--- src/rtl/uart_rx.sv ---
// uart_rx: 8N1 serial receiver driven by a 16x baud tick enable.
// Oversamples a synchronized rx line, validates the start bit at mid-bit,
// samples each data bit 16 ticks after the previous one, and hands the
// byte to the register block through a data_ready/read handshake with
// sticky overrun and framing-error flags.
//
// state       | meaning
// ------------+------------------------------------------------------------
// S_IDLE      | line idle, waiting for a low sample to begin a start bit
// S_START     | counting to mid start bit to reject glitches
// S_DATA      | sampling 8 data bits, LSB first, every 16 ticks
// S_STOP      | sampling the stop bit, then deliver or flag framing error
// S_WAIT_IDLE | stop bit was low (break); wait for the line to go high
module uart_rx (
  input  logic       clock,
  input  logic       reset,
  input  logic       uart_tick_16x,
  input  logic       rx,
  input  logic       read,
  output logic [7:0] data,
  output logic       data_ready,
  output logic       overrun,
  output logic       frame_error
);

  typedef enum logic [2:0] {
    S_IDLE      = 3'd0,
    S_START     = 3'd1,
    S_DATA      = 3'd2,
    S_STOP      = 3'd3,
    S_WAIT_IDLE = 3'd4
  } state_t;

  state_t      state_q, state_d;
  logic        rx_meta_q, rx_meta_d;
  logic        rx_sync_q, rx_sync_d;
  logic [3:0]  tick_cnt_q, tick_cnt_d;
  logic [2:0]  bit_idx_q, bit_idx_d;
  logic [7:0]  shift_q, shift_d;
  logic [7:0]  data_q, data_d;
  logic        data_ready_q, data_ready_d;
  logic        overrun_q, overrun_d;
  logic        frame_error_q, frame_error_d;

  // Strobes from the frame FSM to the output register.
  logic        deliver;
  logic        stop_bad;

  // Two-flop synchronizer input; idle-high line.
  always_comb begin
    rx_meta_d = rx;
    rx_sync_d = rx_meta_q;
  end

  // Frame FSM: every change is gated by the 16x tick.
  always_comb begin
    state_d    = state_q;
    tick_cnt_d = tick_cnt_q;
    bit_idx_d  = bit_idx_q;
    shift_d    = shift_q;
    deliver    = 1'b0;
    stop_bad   = 1'b0;
    if (uart_tick_16x) begin
      case (state_q)
        S_IDLE: begin
          if (!rx_sync_q) begin
            state_d    = S_START;
            tick_cnt_d = 4'd0;
          end
        end
        S_START: begin
          tick_cnt_d = tick_cnt_q + 4'd1;
          if (tick_cnt_q == 4'd7) begin
            if (!rx_sync_q) begin
              state_d    = S_DATA;
              tick_cnt_d = 4'd0;
              bit_idx_d  = 3'd0;
            end else begin
              state_d    = S_IDLE;
              tick_cnt_d = 4'd0;
            end
          end
        end
        S_DATA: begin
          tick_cnt_d = tick_cnt_q + 4'd1;
          if (tick_cnt_q == 4'd15) begin
            shift_d   = {rx_sync_q, shift_q[7:1]};
            bit_idx_d = bit_idx_q + 3'd1;
            if (bit_idx_q == 3'd7) begin
              state_d = S_STOP;
            end
          end
        end
        S_STOP: begin
          tick_cnt_d = tick_cnt_q + 4'd1;
          if (tick_cnt_q == 4'd15) begin
            if (rx_sync_q) begin
              deliver = 1'b1;
              state_d = S_IDLE;
            end else begin
              stop_bad = 1'b1;
              state_d  = S_WAIT_IDLE;
            end
          end
        end
        S_WAIT_IDLE: begin
          if (rx_sync_q) begin
            state_d = S_IDLE;
          end
        end
        default: begin
          state_d    = S_IDLE;
          tick_cnt_d = 4'd0;
          bit_idx_d  = 3'd0;
        end
      endcase
    end
  end

  // Output register and sticky flags; a new event in the same cycle as read wins.
  always_comb begin
    data_d        = data_q;
    data_ready_d  = data_ready_q;
    overrun_d     = overrun_q;
    frame_error_d = frame_error_q;
    if (read) begin
      data_ready_d  = 1'b0;
      overrun_d     = 1'b0;
      frame_error_d = 1'b0;
    end
    if (deliver) begin
      if (!data_ready_q || read) begin
        data_d       = shift_q;
        data_ready_d = 1'b1;
      end else begin
        overrun_d = 1'b1;
      end
    end
    if (stop_bad) begin
      frame_error_d = 1'b1;
    end
  end

  // State registers with synchronous active-high reset.
  always_ff @(posedge clock) begin
    if (reset) begin
      rx_meta_q     <= 1'b1;
      rx_sync_q     <= 1'b1;
      state_q       <= S_IDLE;
      tick_cnt_q    <= 4'd0;
      bit_idx_q     <= 3'd0;
      shift_q       <= 8'h00;
      data_q        <= 8'h00;
      data_ready_q  <= 1'b0;
      overrun_q     <= 1'b0;
      frame_error_q <= 1'b0;
    end else begin
      rx_meta_q     <= rx_meta_d;
      rx_sync_q     <= rx_sync_d;
      state_q       <= state_d;
      tick_cnt_q    <= tick_cnt_d;
      bit_idx_q     <= bit_idx_d;
      shift_q       <= shift_d;
      data_q        <= data_d;
      data_ready_q  <= data_ready_d;
      overrun_q     <= overrun_d;
      frame_error_q <= frame_error_d;
    end
  end

  assign data        = data_q;
  assign data_ready  = data_ready_q;
  assign overrun     = overrun_q;
  assign frame_error = frame_error_q;

endmodule
--- config.mk ---
export PLATFORM = sky130hd
export DESIGN_NAME = uart_rx
export DESIGN_NICKNAME = d
export VERILOG_FILES = /design/src/rtl/uart_rx.sv
export SDC_FILE = /design/constraint.sdc
export NUM_CORES = 1
export LEC_CHECK = 0
export BUFFER_PORTS_ARGS = -buffer_cell sky130_fd_sc_hd__buf_2
export CAP_MARGIN = 20
export CORE_ASPECT_RATIO = 0.8
export CORE_MARGIN = 2
export CORE_UTILIZATION = 40
export CTS_BUF_LIST = sky130_fd_sc_hd__clkbuf_4
export CTS_CLUSTER_SIZE = 14
export DETAILED_ROUTE_END_ITERATION = 16
export PLACE_DENSITY_LB_ADDON = 0.05
export SLEW_MARGIN = 20
export SYNTH_ARGS = -nofsm -noshare
export SYNTH_HDL_FRONTEND = slang
export SYNTH_SLANG_ARGS = --single-unit
--- constraint.sdc ---
create_clock -name clock -period 2.6 [get_ports clock]
set_input_delay 0.39 -clock clock [delete_from_list [all_inputs] [get_ports clock]]
set_output_delay 0.39 -clock clock [all_outputs]
set_load 0.02 [all_outputs]
Word level (Yosys, flattened, before mapping) --
Index checks and enable logic that the tools add are counted.
Storage, ports and cells: input port bits 5, logic and storage cells 71, register bits after elaboration 31, output and inout bits 11
Operators by class: mux-type cells 32, reductions and logical operators 11, add/sub/neg operators 2, equal/unequal tests 14, bitwise operators 2
Operators by type and width (count):
- 2-to-1 mux 3 bit | 10
- 2-to-1 mux 1 bit | 16
- one-hot mux 4 bit (4 select lines) | 1
- one-hot mux 3 bit (5 select lines) | 1
- inequality test 2 bit (second input constant) | 7
- one-hot mux 3 bit (3 select lines) | 1
- 2-to-1 mux 4 bit | 2
- AND reduction 7 bit | 1
- == test 3 x 2 -> 1 bit (second input constant) | 2
- == test 3 bit (second input constant) | 2
- AND reduction 3 bit | 2
- AND reduction 5 bit | 1
- adder 4 x 1 -> 4 bit (second input constant) | 1
- == test 4 x 3 -> 1 bit (second input constant) | 1
- == test 4 bit (second input constant) | 1
- adder 3 x 1 -> 3 bit (second input constant) | 1
- == test 3 x 1 -> 1 bit (second input constant) | 1
- zero test 3 bit | 1
- OR reduction 3 bit | 1
- 2-to-1 mux 2 bit | 1
- NOT 1 bit | 2
- AND reduction 2 bit | 1
- nonzero test 2 bit | 1
- OR reduction 2 bit | 1
- 2 further kinds | 2

Logic depth before layout (Yosys ltp) --
Gate-level depths: netlist of the first run.
word-level depth 5, gate-level depth with buffers 6, depth with buffers taken out 6

Worst setup path before layout of the first run --
Ideal clock, no wire load.
path kind reg2reg, from reg tick_cnt_q[0], to reg data_q[0] (netlist: data[0]), setup time 128 ps, stages on the path, launching flop included 7, buffers on the path 1, setup slack 864 ps, clock period less this slack 1736 ps, arrival time 1609 ps, data required time 2472 ps, cells stage by stage dfxtp_1 ha_1 nand4_1 or4b_1 buf_4 mux2i_1 nor2_1
Between the ends: word-level cells in the longest chain between the ends 5
Ends and longest elaborated chain:
- from (decl) | RTL line 37 | logic [3:0] tick_cnt_q, tick_cnt_d;
- from (signal assigned) | RTL line 161 | tick_cnt_q <= tick_cnt_d;
- == test 4 bit | RTL line 96 | if (tick_cnt_q == 4'd15) begin
- 2-to-1 mux 1 bit | RTL line 96
- 2-to-1 mux 1 bit | RTL line 64 | case (state_q)
- 2-to-1 mux 1 bit | RTL line 63 | if (uart_tick_16x) begin
- AND reduction 2 bit (no line)
- to (signal assigned) | RTL line 164 | data_q <= data_d;
- to (decl) | RTL line 40 | logic [7:0] data_q, data_d;
No other way between the ends. A chain may end at the register's enable or synchronous reset.

Worst setup path after layout of the first run --
from reg tick_cnt_q[0], to reg data_q[7] (netlist: data[7])
Same word-level chain as after synthesis.

==> results of run 1 <==
## worst paths after layout
check,depth (start not counted),slack [ps],to,from
setup / recovery,5,560,data[7],tick_cnt_q[0]
hold / removal,2,250,rx_meta_q,rx
setup reg to reg,5,560,data[7],tick_cnt_q[0]
hold reg to reg,1,420,rx_sync_q,rx_meta_q
## state kept, by name (all words and copies together) (netlist names)
name         flops
state_q          3
data_ready       1
data             8
tick_cnt_q       4
overrun          1
rx_sync_q        1
shift_q          8
bit_idx_q        3
rx_meta_q        1
frame_error      1
## final cells by class
cell class	count	area (sq um)
Multi-Input combinational cell	108	721
Inverter	2	7.51
Fill cell	334	1790
Tap cell	42	52.6
Clock buffer	5	37.5
Sequential cell	31	621
Timing Repair Buffer	19	105
Clock inverter	3	38.8
## where the power goes
| part | internal [uW] | total (uW) | switching (uW) |
|---|---|---|---|
| clock | 198 | 366 | 168 |
| sequential | 477 | 480 | 2.45 |
| combinational | 13.7 | 39.5 | 25.8 |
| total | 689 | 885 | 197 |
## kinds of logic (layout without fill, tap and decap cells)
kind of cell / count (synthesis) / in the layout / synth area share, %
muxes: 17 / 17 / 12.2
DFF: 31 / 31 / 44.4
and+or+nand+nor: 58 / 58 / 21.8
buffers and inverters: 12 / 29 / 3.94
xor gates and xnor gates: 2 / 2 / 1.25
AOI/OAI and AO/OA: 28 / 28 / 13.7
adders and majority gates: 3 / 3 / 2.69
## per-layer routing
| layer | vias to the layer above | global-route usage (%) | wire length [um] |
|---|---|---|---|
| met5 | - | 0 | 0 |
| met4 | 0 | 7.42 | 36 |
| met3 | 4 | 4.31 | 100 |
| met2 | 18 | 22.7 | 1230 |
| met1 | 526 | 20.3 | 1420 |
| li1 | 574 | - | - |
## cell usage after synthesis
master      n  area [sq um]
nand2b_1    3          18.8
o31ai_1     2          15.0
buf_2       5          25.0
nand2_1     7          26.3
a31oi_1     2          12.5
a21oi_1    10          50.1
nand4b_1    1          8.76
buf_4       1          7.51
or4b_1      4          40.0
mux2i_1    17           170
nor2_1     25          93.8
o21bai_1    1          7.51
and3_1      1          6.26
clkbuf_1    4          15.0
nand3b_1    2          15.0
or3_1       2          12.5
o221ai_1    1          8.76
dfxtp_1    31           621
nor3_1      1          5.00
o2111ai_1   1          8.76
xnor2_1     2          17.5
nor3b_1     3          22.5
ha_1        3          37.5
o21ai_0     4          20.0
o41ai_1     1          8.76
nand4_1     2          12.5
or2_2       2          12.5
a311oi_2    1          15.0
inv_1       2          7.51
a22oi_1     1          7.51
or4_1       1          7.51
nand3_1     2          10.0
o211ai_1    1          7.51
nor2b_1     2          12.5
o211a_1     1          10.0
a311o_1     2          20.0
## metrics by stage
stage | setup slack (ps) | hold WS (ps) | total power, uW | instance area, sq um | util (%)
2_1_floorplan | 864 | 389 | 518 | 1400 | -
3_3_place_gp | 620 | 397 | 529 | 1510 | 44.6
3_5_place_dp | 548 | 402 | 530 | 1510 | 44.6
4_1_cts | 540 | 226 | 904 | 1580 | 46.9
5_1_grt | 415 | 226 | 924 | 1580 | 46.9
6_report | 560 | 248 | 885 | 1580 | 46.9
==> impl_metrics.toml, run 1 <==
[outcome]
status = "complete, no violations"

[setup_path]
cp_slowest_cell = "or4b_1"
path_delay_family = "simple AND/OR/NAND/NOR gates"
path_cells = "ha_1 -> nand4_1 -> or4b_1 -> mux2i_1 -> nor2_1"
cp_num_buf_inv = 0
worstPathArrival_ps = 2240
slowest_delay_ps = 780
end_kind = "register"
critPathRequiredTime_ps = 2800
path_class = "reg -> reg"
cp_max_fo = 8
cp-start-kind = "register"

[cts]
cts_sinks = 31
cts_setup_buffers = 0
post_cts_resize_count = 0
numCtsBuffers = 5
clock_latency_ps = 330
clk_path_buf_depth = 2
htree_num_levels = 2
ctsRootBufferMaster = "clkbuf_4"
hold_buffers = 0
clk_pin_slew_ps = 100
cts_tree = "built"

[die]
initial_core_util_pct = 41.4
ios = 16
fp.coreArea_sq_mm = 0.00338
rows = 19
dieArea_sq_mm = 0.00398
fp.dieW_um = 70.1
die_h_um = 56.8

[hold_path]
holdCritPathClass = "in -> reg"

[routing]
wire_per_inst_um = 13.3
drc_errors = 0
drtIter0Drc = 40
wl_mm = 2.79
firstDrtPassIters = 4
vias = 1122
final_antenna_net_count = 0
vias_per_cell = 5.34

[timing]
rsz0062_at_grt = "no"
min_period_over_period_pct = 78.5
finalClockSkew_ps = 11.4
hold_viol = 0
max_freq_mhz = 490
setup_violations = 0
max_slew_margin_pct = 51.3
period_needed_ps = 2040
slew_viol_final = 0
setup-tns-final_ps = 0
tightest_slew_ps = 724

[placed_design]
dp_hpwl_mm = 1.97
port-buffer-count = 15
dpl.cell_count = 202
gp_routability_congestion = 0.750

[finish]
diodes = 0
stdcell_count = 210
final_common_cell = "dfxtp_1"
nets = 175
layout_common_cells = "dfxtp_1 (31), nor2_1 (25), mux2i_1 (17), buf_2 (15), a21oi_1 (10)"
area_growth_syn_to_layout_pct = 13.4
drive_above_1_share_pct = 17.3

[yosys]
synth.distinct_cells = 36
ys.warnings.count = 0
synth_seq_cells = 31
avgSynthCellArea_sq_um = 9.25
syn_inst = 151
netlist_area_sq_mm = 0.00140
seq_area_frac_synth_pct = 44.4
synth_nets = 159

[global_routing]
grt_pass1_vias = 1058
track_usage_pct = 15.2
grt_overflow = 0
grt_max_degree = 33
grt_pass1_wl_mm = 4.73
grt_antenna_before_repair = 0

[pwr]
p_leak_uw = 0.000655
power_density_mw_per_mm2 = 559
ir_drop_uv = 331

[job]
maxCapViolCount = 0
Power figures use the tool's default switching activity.
==> run 2, diff against run 1 <==
clock period = 1.9 ns   (was 2.6 ns; I/O delays follow)
==> run 2 against run 1 <==
Compared with the run above: critical path depth increased by 1; highest routed layer unchanged; clock skew decreased by 4.7 ps; largest power group unchanged; utilization grew 0.67 points; register-to-register slack lost 420 ps.
==> impl_metrics.toml, run 2 (synthesis gave the netlist of run 1 again) <==
[routing]
wire_per_inst_um = 13.5
wl_mm = 2.92
vias_per_cell = 5.39
firstDrtPassIters = 4
drc_errors = 0
vias = 1165
final_antenna_net_count = 0
drtIter0Drc = 32

[global_routing]
grt_pass1_wl_mm = 4.88
grt_pass1_vias = 1091
grt_max_degree = 33
grt_use_met2_pct = 23.4
grt_overflow = 0
grt-busiest-layer = "met2"
grtUsageMet1_pct = 20.5
met3_usage_pct = 4.67
track_usage_pct = 15.6
grt_antenna_before_repair = 0

[pwr]
p_total_uw = 1070
power_density_mw_per_mm2 = 667
ir_drop_uv = 441
p_leak_uw = 0.000674

[finish]
nets = 181
layout_common_cells = "dfxtp_1 (30), nor2_1 (25), mux2i_1 (17), buf_2 (15)"
stdcell_count = 216
postLayoutCoreUtil_pct = 47.6
final_common_cell = "dfxtp_1"
diodes = 0
fin_area_sq_mm = 0.00161
area_growth_syn_to_layout_pct = 15.0
drive_above_1_share_pct = 20.1

[timing]
setup-tns-final_ps = 0
setup_violations = 0
hold_viol = 0
period_needed_ps = 1760
slew_viol_final = 0
finalClockSkew_ps = 6.68
max_freq_mhz = 569
min_period_over_period_pct = 92.5
rsz0062_at_grt = "no"
max_slew_margin_pct = 62.4
tightest_slew_ps = 564

[setup_path]
path_cells = "ha_1 -> nand4_1 -> or4b_1 -> buf_4 -> mux2i_1 -> nor2_1"
end_kind = "register"
critical_path.reg2reg.startpoint = "tick_cnt_q[1]"
critPathRequiredTime_ps = 2090
worstPathArrival_ps = 1950
crit_start = "tick_cnt_q[1]"
cp-start-kind = "register"
cp_slowest_cell = "or4b_1"
cp_max_fo = 8
cp_num_buf_inv = 1
r2r_cells = 6
path_delay_family = "simple AND/OR/NAND/NOR gates"
slowest_delay_ps = 530
worst-path-stages = 6
path_class = "reg -> reg"

[placed_design]
gp_routability_congestion = 0.806
dp_hpwl_mm = 2.08
dpl.cell_count = 208
port-buffer-count = 15
placed_area_sq_mm = 0.00155

[die]
ios = 16
die_h_um = 56.8
fp.dieW_um = 70.1
dieArea_sq_mm = 0.00398
initial_core_util_pct = 41.4
rows = 19
fp.coreArea_sq_mm = 0.00338

[outcome]
status = "complete, no violations"

[hold_path]
hold_depth = 2
min_from = "rx"
holdCritPathClass = "in -> reg"

[cts]
ctsRootBufferMaster = "clkbuf_4"
hold_buffers = 0
clk_path_buf_depth = 2
clock_latency_ps = 320
clk_pin_slew_ps = 90
htree_num_levels = 2
cts_tree = "built"
cts_sinks = 31
numCtsBuffers = 5

[job]
maxCapViolCount = 0
==> run 2: area by class of cell <==
cell class	instances	area [sq um]
inverter	2	7.51
clock inverter	2	7.51
fill	332	1770
clock buffer	6	45.0
multi-input combinational	108	721
sequential	31	622
tap	42	52.6
timing repair buffer	25	150
==> run 2: repair_timing <==
item | CTS | global route
resized for setup | 0 | 1
setup endpoints to repair | 0 | 4
setup buffers | 0 | 0
==> run 2: worst paths after layout <==
path / endpoint / slack [ps]
max: data[0] / 140
min: rx_meta_q / 150
max reg2reg: data[0] / 140
min reg2reg: rx_sync_q / 420
==> run 2: per-stage QoR <==
| stage | hold slack, ps | worst slack (ps) |
|---|---|---|
| after floorplan | 364 | 164 |
| after global placement | 399 | 188 |
| after detailed placement | 413 | 114 |
| after CTS | 140 | 101 |
| after global routing | 144 | 23.3 |
| final | 154 | 143 |
==> run 2: layer usage <==
layer | routed length [um] | up-vias
li1 | - | 587
met1 | 1480 | 543
met2 | 1240 | 28
met3 | 156 | 7
met4 | 44 | 0
met5 | 0 | -
==> run 2: report_power, final <==
| group | total [uW] | leakage, uW | internal, uW | switching, uW |
|---|---|---|---|---|
| clock | 357 | 0.0000307 | 151 | 206 |
| combinational | 56.0 | 0.000393 | 20.3 | 35.7 |
| sequential | 657 | 0.000251 | 653 | 4.36 |
| total | 1070 | 0.000674 | 824 | 246 |
==> run 3, diff against run 2 <==
ABC_AREA = 1   (was unset)
==> run 3 against run 2 <==
Compared with the run above: clock skew decreased by 2.3 ps; final cell count up 16%; critical endpoint is now data[7]; synthesized cell count is 25% higher; combinational power rose to 9.1 times the previous value.
==> impl_metrics.toml, run 3 <==
[outcome]
status = "complete, no violations"

[cts]
clk_pin_slew_ps = 90
cts_sinks = 31
hold_buffers = 0
post_cts_resize_count = 0
cts_setup_buffers = 0
clk_path_buf_depth = 2
cts_tree = "built"
ctsRootBufferMaster = "clkbuf_4"
clock_latency_ps = 320
htree_num_levels = 2
numCtsBuffers = 5

[pwr]
p_leak_uw = 0.000720
power_density_mw_per_mm2 = 1050
p_switching_uw = 623
internal_power_uw = 1020
ir_drop_uv = 467
p_clk_share_pct = 23.7
seqPwrFrac_pct = 45.2
combPwrFrac_pct = 31.1
sw_frac_of_total_pct = 37.9

[yosys]
ys_top_cells_by_area = "dfxtp_1 (44%), nor2_1 (9.1%), nand2_1 (7.2%)"
seq_area_frac_synth_pct = 44.2
netlist_area_sq_mm = 0.00141
post-synth-top-count-cell = "nor2_1"
synthXorXnorAreaFrac_pct = 0
synth_top_family_by_area = "simple AND/OR/NAND/NOR gates"
synth.distinct_cells = 29
synth_edf_count = 0
avgSynthCellArea_sq_um = 7.47
synth_nets = 196
async_flop_share_pct = 0
synthAdderAreaFrac_pct = 2.67
synth_mux_area_share_pct = 0
synth_ff_type = "dfxtp_1"
ys.warnings.count = 0
syn_inst = 188
yosys-top-cells-count = "nor2_1 (34), dfxtp_1 (31), nand2_1 (27), inv_1 (24), o21ai_0 (17)"
synth_top_cell_area_share_pct = 44.2
yosysTopAreaCell = "dfxtp_1"
synth_compound_area_share_pct = 15.6
synth-simple-area-share_pct = 28.3
synth_seq_cells = 31

[routing]
wl_mm = 2.67
firstDrtPassIters = 4
vias = 1198
final_antenna_net_count = 0
drc_errors = 0
drtIter0Drc = 52
vias_per_cell = 4.79
wire_per_inst_um = 10.7

[timing]
slew_viol_final = 0
rsz0062_at_grt = "no"
finalClockSkew_ps = 4.41
min_period_over_period_pct = 86.1
tightest_slew_ps = 366
whs_ps = 132
setup_violations = 0
setup-tns-final_ps = 0
period_needed_ps = 1640
max_slew_margin_pct = 75.6
hold_viol = 0
max_freq_mhz = 611

[die]
fp.dieW_um = 70.3
fp.coreArea_sq_mm = 0.00340
dieArea_sq_mm = 0.00401
initial_core_util_pct = 41.3
rows = 19
ios = 16
die_h_um = 57.0

[finish]
drive_above_1_share_pct = 19.7
layout_common_cells = "nor2_1 (34), dfxtp_1 (31), nand2_1 (27), inv_1 (24), o21ai_0 (17)"
diodes = 0
fillers = 356
nets = 215
final_common_cell = "nor2_1"
area_growth_syn_to_layout_pct = 11.8

[setup_path]
cp_common_cell = "nand3_2"
cp-start-kind = "register"
end_kind = "register"
slowest_delay_ps = 360
worstPathArrival_ps = 1850
path_class = "reg -> reg"
critical_path.reg2reg.startpoint = "tick_cnt_q[1]"
cp_slowest_cell = "dfxtp_1"
cp_max_fo = 16
crit_start = "tick_cnt_q[1]"
critPathRequiredTime_ps = 2110
path_cells = "ha_1 -> nand3_2 -> nor2_4 -> nand3_2 -> o21ai_0 -> a21oi_1"

[global_routing]
track_usage_pct = 15.7
grt_overflow = 0
grt_antenna_before_repair = 0
grt_pass1_wl_mm = 4.89
grt_pass1_vias = 1105
grt_max_degree = 17

[hold_path]
holdCritPathClass = "in -> reg"
min_from = "read"

[job]
maxCapViolCount = 0

[placed_design]
gp_routability_congestion = 0.811
dp_hpwl_mm = 2.00
port-buffer-count = 15
## run 3: final timing paths
check / to / cells after the start / slack (ps)
setup / recovery: data[7] / 6 / 260
hold / removal: overrun / 2 / 130
setup reg to reg: data[7] / 6 / 260
hold reg to reg: rx_sync_q / 1 / 420
## run 3: logic make-up after synthesis
kind of cell             Yosys count
AND/OR/NAND/NOR                   83
flip-flops                        31
buffers and inverters             31
AO/OA/AOI/OAI                     40
adder cells (fa/ha/maj)            3
## run 3: power groups by stage
| stage | combinational [uW] | sequential (uW) | clock (uW) |
|---|---|---|---|
| final | 512 | 743 | 389 |
| after global routing | 591 | 752 | 438 |
| after CTS | 516 | 742 | 406 |
| after detailed placement | 514 | 756 | 0 |
| after global placement | 508 | 758 | 0 |
| after floorplan | 423 | 745 | 0 |
## run 3: routing by layer
metal	vias to the layer above	track usage, %	share of wire [%]
met5	-	0	0
met4	0	7.42	2.2
met3	8	4.95	5.5
met2	27	22.0	38
met1	523	21.9	54
li1	640	-	-
## run 3: worst max-delay path, delay by kind of cell (launching register included)
family / cells / cell delay (ps)
flip-flops: 1 / 360
adder cells (fa/ha/maj): 1 / 210
AO/OA/AOI/OAI: 2 / 320
AND/OR/NAND/NOR: 3 / 620
## run 3: cell type report
type / instances / area (sq um) / area share (%)
Inverter: 27 / 104 / 6.61
Timing Repair Buffer: 16 / 82.6 / 5.25
Sequential cell: 31 / 621 / 39.5
Multi-Input combinational cell: 126 / 654 / 41.6
Tap cell: 42 / 52.6 / 3.34
Clock buffer: 7 / 52.6 / 3.34
Clock inverter: 1 / 5.00 / 0.318
## run 3: per-stage QoR
step	area, sq um	util, %	setup WS (ps)	total power, uW	instances
2_1_floorplan	1410	-	544	1170	188
3_3_place_gp	1510	44.5	358	1270	242
3_5_place_dp	1510	44.5	236	1270	242
4_1_cts	1570	46.2	226	1660	250
5_1_grt	1570	46.2	21.3	1780	250
6_report	1570	46.2	263	1640	250
